`src/rtl/btn_debounce_bank.sv`:
```
// Multi-channel push-button debouncer with a 2-flop synchroniser, polarity fix-up, press/release pulses
// and optional hold auto-repeat (define BTN_REPEAT_EN). "release"/"repeat" are keywords, hence the _pulse names.
module btn_debounce_bank #(
  parameter int                  CHANNELS      = 4,
  parameter int                  CNT_DEPTH     = 104857,
  parameter logic [CHANNELS-1:0] POLARITY      = '0,
  parameter int                  REPEAT_DELAY  = 50000000,
  parameter int                  REPEAT_PERIOD = 10000000
) (
  input  logic                clk,
  input  logic                resetn,
  input  logic [CHANNELS-1:0] raw_in,
  output logic [CHANNELS-1:0] level,
  output logic [CHANNELS-1:0] press,
  output logic [CHANNELS-1:0] release_pulse,
  output logic [CHANNELS-1:0] repeat_pulse,
  output logic                any_press
);

  localparam int               CNT_W    = $clog2(CNT_DEPTH) + 1;
  localparam logic [CNT_W-1:0] CNT_LAST = CNT_W'(CNT_DEPTH - 1);

  if (CHANNELS < 1 || CNT_DEPTH < 1 || REPEAT_DELAY < 1 || REPEAT_PERIOD < 1) begin : g_bad_params
    $error("btn_debounce_bank: all size/timing parameters must be >= 1");
  end

  logic [CHANNELS-1:0] sync1, sync2, norm;
  logic [CHANNELS-1:0] done, rise, fall;
  logic [CNT_W-1:0]    cnt [CHANNELS];

  // Sync flops reset to the idle pin level so the normalised input starts inactive.
  // NOTE: sequential state always uses non-blocking (<=) so every flop samples pre-edge values.
  always_ff @(posedge clk or negedge resetn) begin
    if (!resetn) begin
      sync1 <= POLARITY;
      sync2 <= POLARITY;
    end else begin
      sync1 <= raw_in;
      sync2 <= sync1;
    end
  end

  assign norm = sync2 ^ POLARITY;

  // NOTE: every always_comb output gets a default first, so no path can infer a latch.
  always_comb begin
    done = '0;
    for (int i = 0; i < CHANNELS; i++) begin
      done[i] = (norm[i] != level[i]) && (cnt[i] == CNT_LAST);
    end
  end

  assign rise = done & norm;
  assign fall = done & ~norm;

  // NOTE: the counter array is a bank of flops, not a RAM, so it is reset element by element.
  always_ff @(posedge clk or negedge resetn) begin
    if (!resetn) begin
      for (int i = 0; i < CHANNELS; i++) cnt[i] <= '0;
    end else begin
      for (int i = 0; i < CHANNELS; i++) begin
        if (norm[i] == level[i] || done[i]) cnt[i] <= '0;
        else                                cnt[i] <= cnt[i] + 1'b1;
      end
    end
  end

  always_ff @(posedge clk or negedge resetn) begin
    if (!resetn) begin
      level         <= '0;
      press         <= '0;
      release_pulse <= '0;
      any_press     <= 1'b0;
    end else begin
      level         <= level ^ done;
      press         <= rise;
      release_pulse <= fall;
      any_press     <= |rise;
    end
  end

`ifdef BTN_REPEAT_EN
  localparam int                HOLD_MAX    = (REPEAT_DELAY > REPEAT_PERIOD) ? REPEAT_DELAY : REPEAT_PERIOD;
  localparam int                HOLD_W      = $clog2(HOLD_MAX) + 1;
  localparam logic [HOLD_W-1:0] DELAY_LAST  = HOLD_W'(REPEAT_DELAY - 1);
  localparam logic [HOLD_W-1:0] PERIOD_LAST = HOLD_W'(REPEAT_PERIOD - 1);

  logic [HOLD_W-1:0]   hold [CHANNELS];
  logic [CHANNELS-1:0] in_period, fire;

  // The hold counter restarts after each repeat, so it only ever reaches the current target.
  always_comb begin
    fire = '0;
    for (int i = 0; i < CHANNELS; i++) begin
      fire[i] = level[i] && !done[i] &&
                (hold[i] == (in_period[i] ? PERIOD_LAST : DELAY_LAST));
    end
  end

  always_ff @(posedge clk or negedge resetn) begin
    if (!resetn) begin
      for (int i = 0; i < CHANNELS; i++) hold[i] <= '0;
      in_period    <= '0;
      repeat_pulse <= '0;
    end else begin
      repeat_pulse <= fire;
      for (int i = 0; i < CHANNELS; i++) begin
        if (!level[i] || done[i]) begin
          hold[i]      <= '0;
          in_period[i] <= 1'b0;
        end else if (fire[i]) begin
          hold[i]      <= '0;
          in_period[i] <= 1'b1;
        end else begin
          hold[i]      <= hold[i] + 1'b1;
        end
      end
    end
  end
`else
  assign repeat_pulse = '0;
`endif

endmodule

```
`config.mk`:
```
export PLATFORM = sky130hd
export DESIGN_NAME = btn_debounce_bank
export DESIGN_NICKNAME = d
export VERILOG_FILES = /design/src/rtl/btn_debounce_bank.sv
export SDC_FILE = /design/constraint.sdc
export NUM_CORES = 1
export LEC_CHECK = 0
export ABC_AREA = 1
export CAP_MARGIN = 5
export CORE_AREA = 8 8 126 81
export CTS_BUF_LIST = sky130_fd_sc_hd__clkbuf_8
export DETAILED_ROUTE_END_ITERATION = 8
export DIE_AREA = 0 0 134 89
export DONT_BUFFER_PORTS = 1
export GPL_TIMING_DRIVEN = 0
export PLACE_DENSITY = 0.78
export SLEW_MARGIN = 0
export SYNTH_ARGS = -nofsm -noshare
export SYNTH_HDL_FRONTEND = slang
export SYNTH_SLANG_ARGS = --single-unit
```
`constraint.sdc`:
```
create_clock -name clk -period 1.4 [get_ports clk]
set_input_delay 0.28 -clock clk [delete_from_list [all_inputs] [get_ports clk]]
set_output_delay 0.28 -clock clk [all_outputs]
set_load 0.05 [all_outputs]
```
Yosys cells after proc, flatten, opt, wreduce, memory -nomap -nowiden
Cells that the tools add are included.
- register bits after elaboration: 93
- output and inout port bits: 17
- logic and storage cells: 43
- $add $sub $neg: 4
- eq/ne operators: 12
- multiplexer cells: 4
- bitwise logic cells: 4
- reductions and logical operators: 9
- operator list (kind ; number):
    $add 18x1->18 const B ; 4
    $eq 18x17->1 const B ; 4
    $mux 18 ; 4
    $and 4x4->4 ; 2
    $eq 1x1->1 ; 4
    $logic_and 1x1->1 ; 4
    $logic_or 1x1->1 ; 4
    $ne 1x1->1 ; 4
    $not 4->4 ; 1
    $reduce_or 4->1 ; 1
    $xor 4x4->4 ; 1

Depth between registers and ports, before layout
Gate-level depths: netlist of run 1.
- word-level depth: 4
- depth in mapped cells: 9
- mapped depth without buffers: 9

Least setup slack after synthesis of run 1
No wires, ideal clock.
- path type: reg2reg
- start: reg cnt[54] (netlist bit)
- end: reg cnt[66] (netlist bit)
- library setup time: 0.118 ns
- arrival time: 1.257 ns
- required time: 1.282 ns
- setup slack: 0.024 ns
- cell stages (with the launch flop): 9
- buffers on the path: 1
- clock period less this slack: 1.376 ns
- path through: dfrtp_1 > inv_1 > ha_1 > nand3_1 > nor2_2 > nand3_2 > nand2_4 > buf_12 > nor2_1
- cells in the longest elaborated chain, start to end: 4
- RTL lines (item ; RTL line ; source):
    start, declared ; 29 ; logic [CNT_W-1:0] cnt [CHANNELS];
    start signal, assigned by index ; 63 ; else cnt[i] <= cnt[i] + 1'b1;
    parallel branches: the longest is 3 deep, another holds $add 18x1->18 ; n/a ;
    $mux 18 (*) ; 62 ; if (norm[i] == level[i] || done[i]) cnt[i] <= '0;
Mark *: on every way between the ends.

Worst setup path in the final report of run 1
- start: reg cnt[54] (netlist bit)
- end: reg cnt[67] (netlist bit)
Same word-level chain as after synthesis.

==> flow_summary.toml, run 1 <==
[pwr]
seqPwrFrac_pct = 53.5
ir_worst_vdd_v = 0.0004978
power_frac_clock_pct = 38.0
swShare_pct = 24.44
p_int_mw = 3.937
comb_power_share_pct = 8.5
p_per_area_nw_per_um2 = 795.4
power.leakage_nw = 2.761
switchingPower_mw = 1.273

[yosys]
synth_seq_cells = 93
synth_simple_gate_area_share_pct = 33.34
synth_area_um2 = 4882
synth_mux_area_share_pct = 0
synth_top_family_by_area = "simple AND/OR/NAND/NOR gates"
postSynthAreaPerCell_um2 = 7.799
synthTopCellsByArea = "dfrtp_1 (48%), nor2_1 (11%), nand2_1 (9.0%), inv_1 (6.9%), xor2_1 (5.4%)"
yosysTopAreaCellShare_pct = 47.67
synth-xor-area-share_pct = 5.741
yosysWarningCount = 0
yosysUniqueCellTypes = 23
synth_top_cell_by_area = "dfrtp_1"
ys_seq_area_share_pct = 47.67
synthCells = 626
synth_compound_area_share_pct = 2.255
yosys.area_share.adder_pct = 2.050

[setup_path]
critPathBufInv = 3
cp_cell_sequence = "inv_2 -> ha_4 -> nand3_4 -> nor2_4 -> nand3_4 -> nand2_4 -> buf_6 -> buf_12 -> nor2_4"
cp_top_family = "flip-flops"
cp.required_ns = 1.67
end_kind = "flop"
arrival_ns = 1.78
cpMaxStageDelayCell = "dfrtp_2"
start_kind = "flop"
criticalPathCategory = "flop to flop"
cp_max_fo = 5
cpPeakStageDelay_ns = 0.46

[cells_and_area]
final_cell_mix = "nand2_1 (106), nor2_1 (82), inv_1 (77), dfrtp_1 (77), nor2_2 (37)"
final_common_cell = "nand2_1"
finish.instance_area_um2 = 6551
fin_nets = 707
stdcell_count = 810
seq_area_um2 = 2347
drive_gt1_share_pct = 35.24
area_growth_pct = 34.19
fillCellCount = 511
antenna_cells = 0
multi_input_area_um2 = 2867

[clock_tree]
cts_hold_buf = 4
cts-root-buf = "clkbuf_8"
cts_buffers = 9
clockBufferDepth = 2
cts.sink_count = 93
clkLatencyLatePin_ns = 0.38
clkTransAtPathRegs_ns = 0.09
cts_tree = "yes"
htreeDepth = 3

[sta]
finalMaxSlewViolations = 0
fin_skew_ns = 0.01132
fmax_mhz = 663.5
rsz0062_at_grt = "yes"
finalCritPeriodShare_pct = 107.6
hold_violations = 93
holdWs_ns = -0.4146
setup_slack_ns = -0.1071
post-route-min-period_ns = 1.507
setup_violations = 66

[placed_design]
dp_hpwl_mm = 7.071
place.gp.congestion = 0.9153
io_buffers = 0
dpl.cell_count = 741
place_area_um2 = 5034

[die]
row_count = 26
die-area_um2 = 11930
core_region_area_um2 = 8295
die_x_um = 134
io_pins = 23
die_h_um = 89
initial_core_util_pct = 58.85

[routing]
top_layer_used = "met4"
drc = 0
wl_per_cell_um = 15.80
wl_met2_mm = 6.256
wl_met3_um = 790
drtPass1Iterations = 6
drt_iter0_markers = 474
dr_total_vias = 4416
met1_length_mm = 5.472
wl_mm = 12.80
drt-vias-per-instance = 5.452
postRouteAntennaNets = 0

[run_status]
violations = "negative hold slack, negative setup slack"
status = "finished, violations left"

[global_route]
grt_util_all_layers_pct = 19.41
grt_pass1_wl_mm = 18.55
overflow = 0
grt_max_degree = 94
antenna_found_initial = 0
grt_pass1_vias = 3978

[run]
maxCapViolations = 0

[worst_hold_path]
hold_class = "input pin to asynchronous set/reset pin"
-- flip-flops by register name, indices dropped and copies added, names as in the netlist, named ones only --
register and count:
release_pulse 4, sync1 4, any_press 1, norm 4
cnt 72, press 4
-- worst reg2reg max path: cells and delay by family, from the launching register on --
kind | cells | cell delay, ns
adder cells (fa/ha/maj) | 1 | 0.15
buffers and inverters | 3 | 0.36
flip-flops | 1 | 0.46
AND/OR/NAND/NOR | 5 | 0.41
-- Yosys cell counts --
master    count
dfrtp_1      93
nand2_2       3
conb_1        1
a21oi_1      14
nand3_2       7
nand4_1      18
xor2_1       30
buf_6         3
inv_2         3
nand2_1     117
buf_4         4
o21ai_1       2
nor2_2        8
o21bai_1      4
inv_1        90
nor2_1      142
ha_1          8
nor3_1       43
xnor2_1       2
nand2_4       3
nor3_2        1
nand3_1      29
buf_12        1
-- cell type report --
class / count / area share (%)
multi-input combinational: 435 / 43.75
sequential: 93 / 35.83
timing repair buffer: 53 / 8.136
inverter: 93 / 5.405
tap: 112 / 2.139
clock buffer: 9 / 1.891
buffer: 8 / 1.451
clock inverter: 7 / 1.394
-- routing by layer --
metal | global-route usage (%) | up-vias
li1 | - | 2074
met1 | 25.95 | 2121
met2 | 30.65 | 181
met3 | 5.107 | 40
met4 | 5.775 | 0
met5 | 0 | -
-- cell families (layout without fill, tap and decap cells) --
logic type                 after synthesis  count (layout)
and+or+nand+nor                        371             371
buffers and inverters                  101             170
DFF                                     93              93
xor gates and xnor gates                32              32
AOI/OAI and AO/OA                       20              20
adders and majority gates                8               8
other                                    1               4
-- power by group through the flow --
stage | logic [mW] | clock network (mW) | registers [mW]
final | 0.444 | 1.98 | 2.79
after global placement | 0.183 | 0 | 2.82
after CTS | 0.305 | 1.99 | 2.77
after global routing | 0.470 | 2.12 | 2.79
after detailed placement | 0.189 | 0 | 2.83
after floorplan | 0.154 | 0 | 2.81
-- worst paths after layout --
path	from	to	slack, ns	cells after the start
worst max-delay path	cnt[54]	cnt[67]	-0.11	9
worst min-delay path	resetn	asynchronous set/reset pin	-0.41	0
worst max register to register	cnt[54]	cnt[67]	-0.11	9
worst min register to register	sync1[1]	norm[1]	0.35	0
max in group asynchronous	resetn	asynchronous set/reset pin	1.65	0
min in group clk	sync1[1]	norm[1]	0.35	0
-- stage by stage --
step | worst slack [ns] | TNS [ns] | utilization [%] | power (mW)
after CTS | -0.07669 | -1.165 | 68.96 | 5.071
after global routing | -0.1818 | -7.857 | 78.97 | 5.387
after detailed placement | -0.2509 | -8.654 | 60.68 | 3.015
after global placement | -0.1783 | -6.087 | 60.68 | 3.005
after floorplan | 0.02428 | 0 | - | 2.968
final | -0.1071 | -3.478 | 78.97 | 5.211
-- what timing repair did --
item / in CTS / in global routing
cloned: 2 / 2
resized for setup: 55 / 166
endpoints found under the hold margin: 97 / 93
buffers inserted: 26 / 20
pin swaps: 15 / 40
setup endpoints to repair: 75 / 81
No activity file was read; power rests on OpenSTA's default activity.
==> run 2, diff against run 1 <==
CAP_MARGIN = not set   (was 5)
CTS_CLUSTER_DIAMETER = 40   (was not set)
MAX_ROUTING_LAYER = met4   (was not set)
==> flow_summary.toml, run 2 (synthesis gave the netlist of run 1 again) <==
[pwr]
ir_worst_vdd_v = 0.0006027
power.leakage_nw = 2.789
p_int_mw = 3.907
swShare_pct = 23.91
seqPwrFrac_pct = 54.2
switchingPower_mw = 1.227
total_power_mw = 5.134
p_per_area_nw_per_um2 = 778.6
power_frac_clock_pct = 37.7
comb_power_share_pct = 8.1

[die]
die_h_um = 89
io_pins = 23
core_region_area_um2 = 8295
row_count = 26
die_x_um = 134
die-area_um2 = 11930
initial_core_util_pct = 58.85

[setup_path]
cp_cell_sequence = "nor3_1 -> nand3_4 -> nand2_8 -> buf_8 -> nor2_1"
cp.required_ns = 1.66
cpPeakStageDelay_ns = 0.44
criticalPathCategory = "flop to flop"
crit_path_start = "cnt[20]"
critPathBufInv = 1
cpMaxStageDelayCell = "dfrtp_1"
rr_startpoint = "cnt[20]"
arrival_ns = 1.73
start_kind = "flop"
end_kind = "flop"
cp_top_family = "simple AND/OR/NAND/NOR gates"
cp_max_fo = 7

[clock_tree]
cts_tree = "yes"
cts.sink_count = 93
clkTransAtPathRegs_ns = 0.09
clockBufferDepth = 2
cts-root-buf = "clkbuf_8"
clkLatencyLatePin_ns = 0.36
cts_buffers = 9
htreeDepth = 3
cts_hold_buf = 4

[cells_and_area]
regMostFlops = "cnt"
area_growth_pct = 35.06
antenna_cells = 0
final_cell_mix = "nand2_1 (104), inv_1 (82), nor2_1 (78)"
drive_gt1_share_pct = 36.25
final_common_cell = "nand2_1"
fin_nets = 707
largest_reg_flops = 72

[placed_design]
dp_hpwl_mm = 7.356
place.gp.congestion = 0.9402
io_buffers = 0

[global_route]
grt_max_degree = 94
overflow = 0
grt_util_all_layers_pct = 19.82
grt_pass1_wl_mm = 18.69
antenna_found_initial = 0
grt_pass1_vias = 4057

[sta]
finalMaxSlewViolations = 0
setup_violations = 56
fin_skew_ns = 0.007507
holdWs_ns = -0.3960
hold_violations = 93
post-route-min-period_ns = 1.469
rsz0062_at_grt = "yes"
fmax_mhz = 680.7
finalCritPeriodShare_pct = 104.9
fin_tns_setup_ns = -1.770
setup_slack_ns = -0.06898

[routing]
postRouteAntennaNets = 0
dr_total_vias = 4389
drc = 0
wl_per_cell_um = 16.23
drt_iter0_markers = 365
wl_mm = 13.15
drtPass1Iterations = 5
drt-vias-per-instance = 5.419

[run_status]
violations = "negative hold slack, negative setup slack"
status = "finished, violations left"

[worst_hold_path]
hold_class = "input pin to asynchronous set/reset pin"

[run]
maxCapViolations = 0
[run 2: cell types whose count changed in the layout (fill, tap and decap cells not counted), moves of 4 or more]
cell    change
inv_1       +5
buf_4       -4
nor2_1      -4
buf_6       +4
ha_2        +4
nor2_2      +4
[run 2: worst paths after layout]
check	slack, ns	depth (start not counted)	end
setup / recovery	-0.07	5	cnt[30]
hold / removal	-0.40	0	norm[1]
setup reg to reg	-0.07	5	cnt[30]
hold reg to reg	0.35	0	norm[0]
max in group asynchronous	1.67	0	cnt[24]
min in group clk	0.35	0	norm[0]
[run 2: worst reg2reg max path, stage by stage (launching register included)]
cell and delay [ns]:
dfrtp_1 0.44, nor3_1 0.43, nand3_4 0.16, nand2_8 0.13, buf_8 0.15, nor2_1 0.05
[run 2: area by class of cell]
cell class                      instances  area, µm²
Multi-Input combinational cell        436       2932
Sequential cell                        93       2347
Fill cell                             525       1702
Timing Repair Buffer                   52      520.5
Inverter                               93      351.6
Tap cell                              112      140.1
Clock buffer                            9      123.9
Buffer                                  8      95.09
Clock inverter                          7      83.83
[run 2: metal layers]
metal | GRT usage, % | share of wire, %
met1 | 25.78 | 42
met2 | 30.93 | 50
met3 | 4.489 | 5.9
met4 | 5.370 | 2.1
met5 | - | 0
[run 2: power by group through the flow]
stage,sequential [mW],combinational [mW],clock [mW]
2_1_floorplan,2.81,0.154,0
3_3_place_gp,2.82,0.183,0
3_5_place_dp,2.82,0.193,0
4_1_cts,2.77,0.289,1.95
5_1_grt,2.79,0.445,2.05
6_report,2.78,0.418,1.93
[run 2: stage by stage]
step	instance area, µm²	util (%)	setup WS, ns	instances
final	6594	79.49	-0.06898	810
after global routing	6594	79.49	-0.1471	810
after global placement	5034	60.68	-0.1636	741
after floorplan	4893	-	0.02428	629
after CTS	5610	67.63	-0.06199	784
after detailed placement	5034	60.68	-0.2122	741
[run 2: repair_timing]
item	CTS	global route
endpoints found under the setup margin	75	81
buffers inserted	22	22
pin swaps	18	30
cloned	1	4
endpoints found under the hold margin	97	93
gates resized for setup	54	183
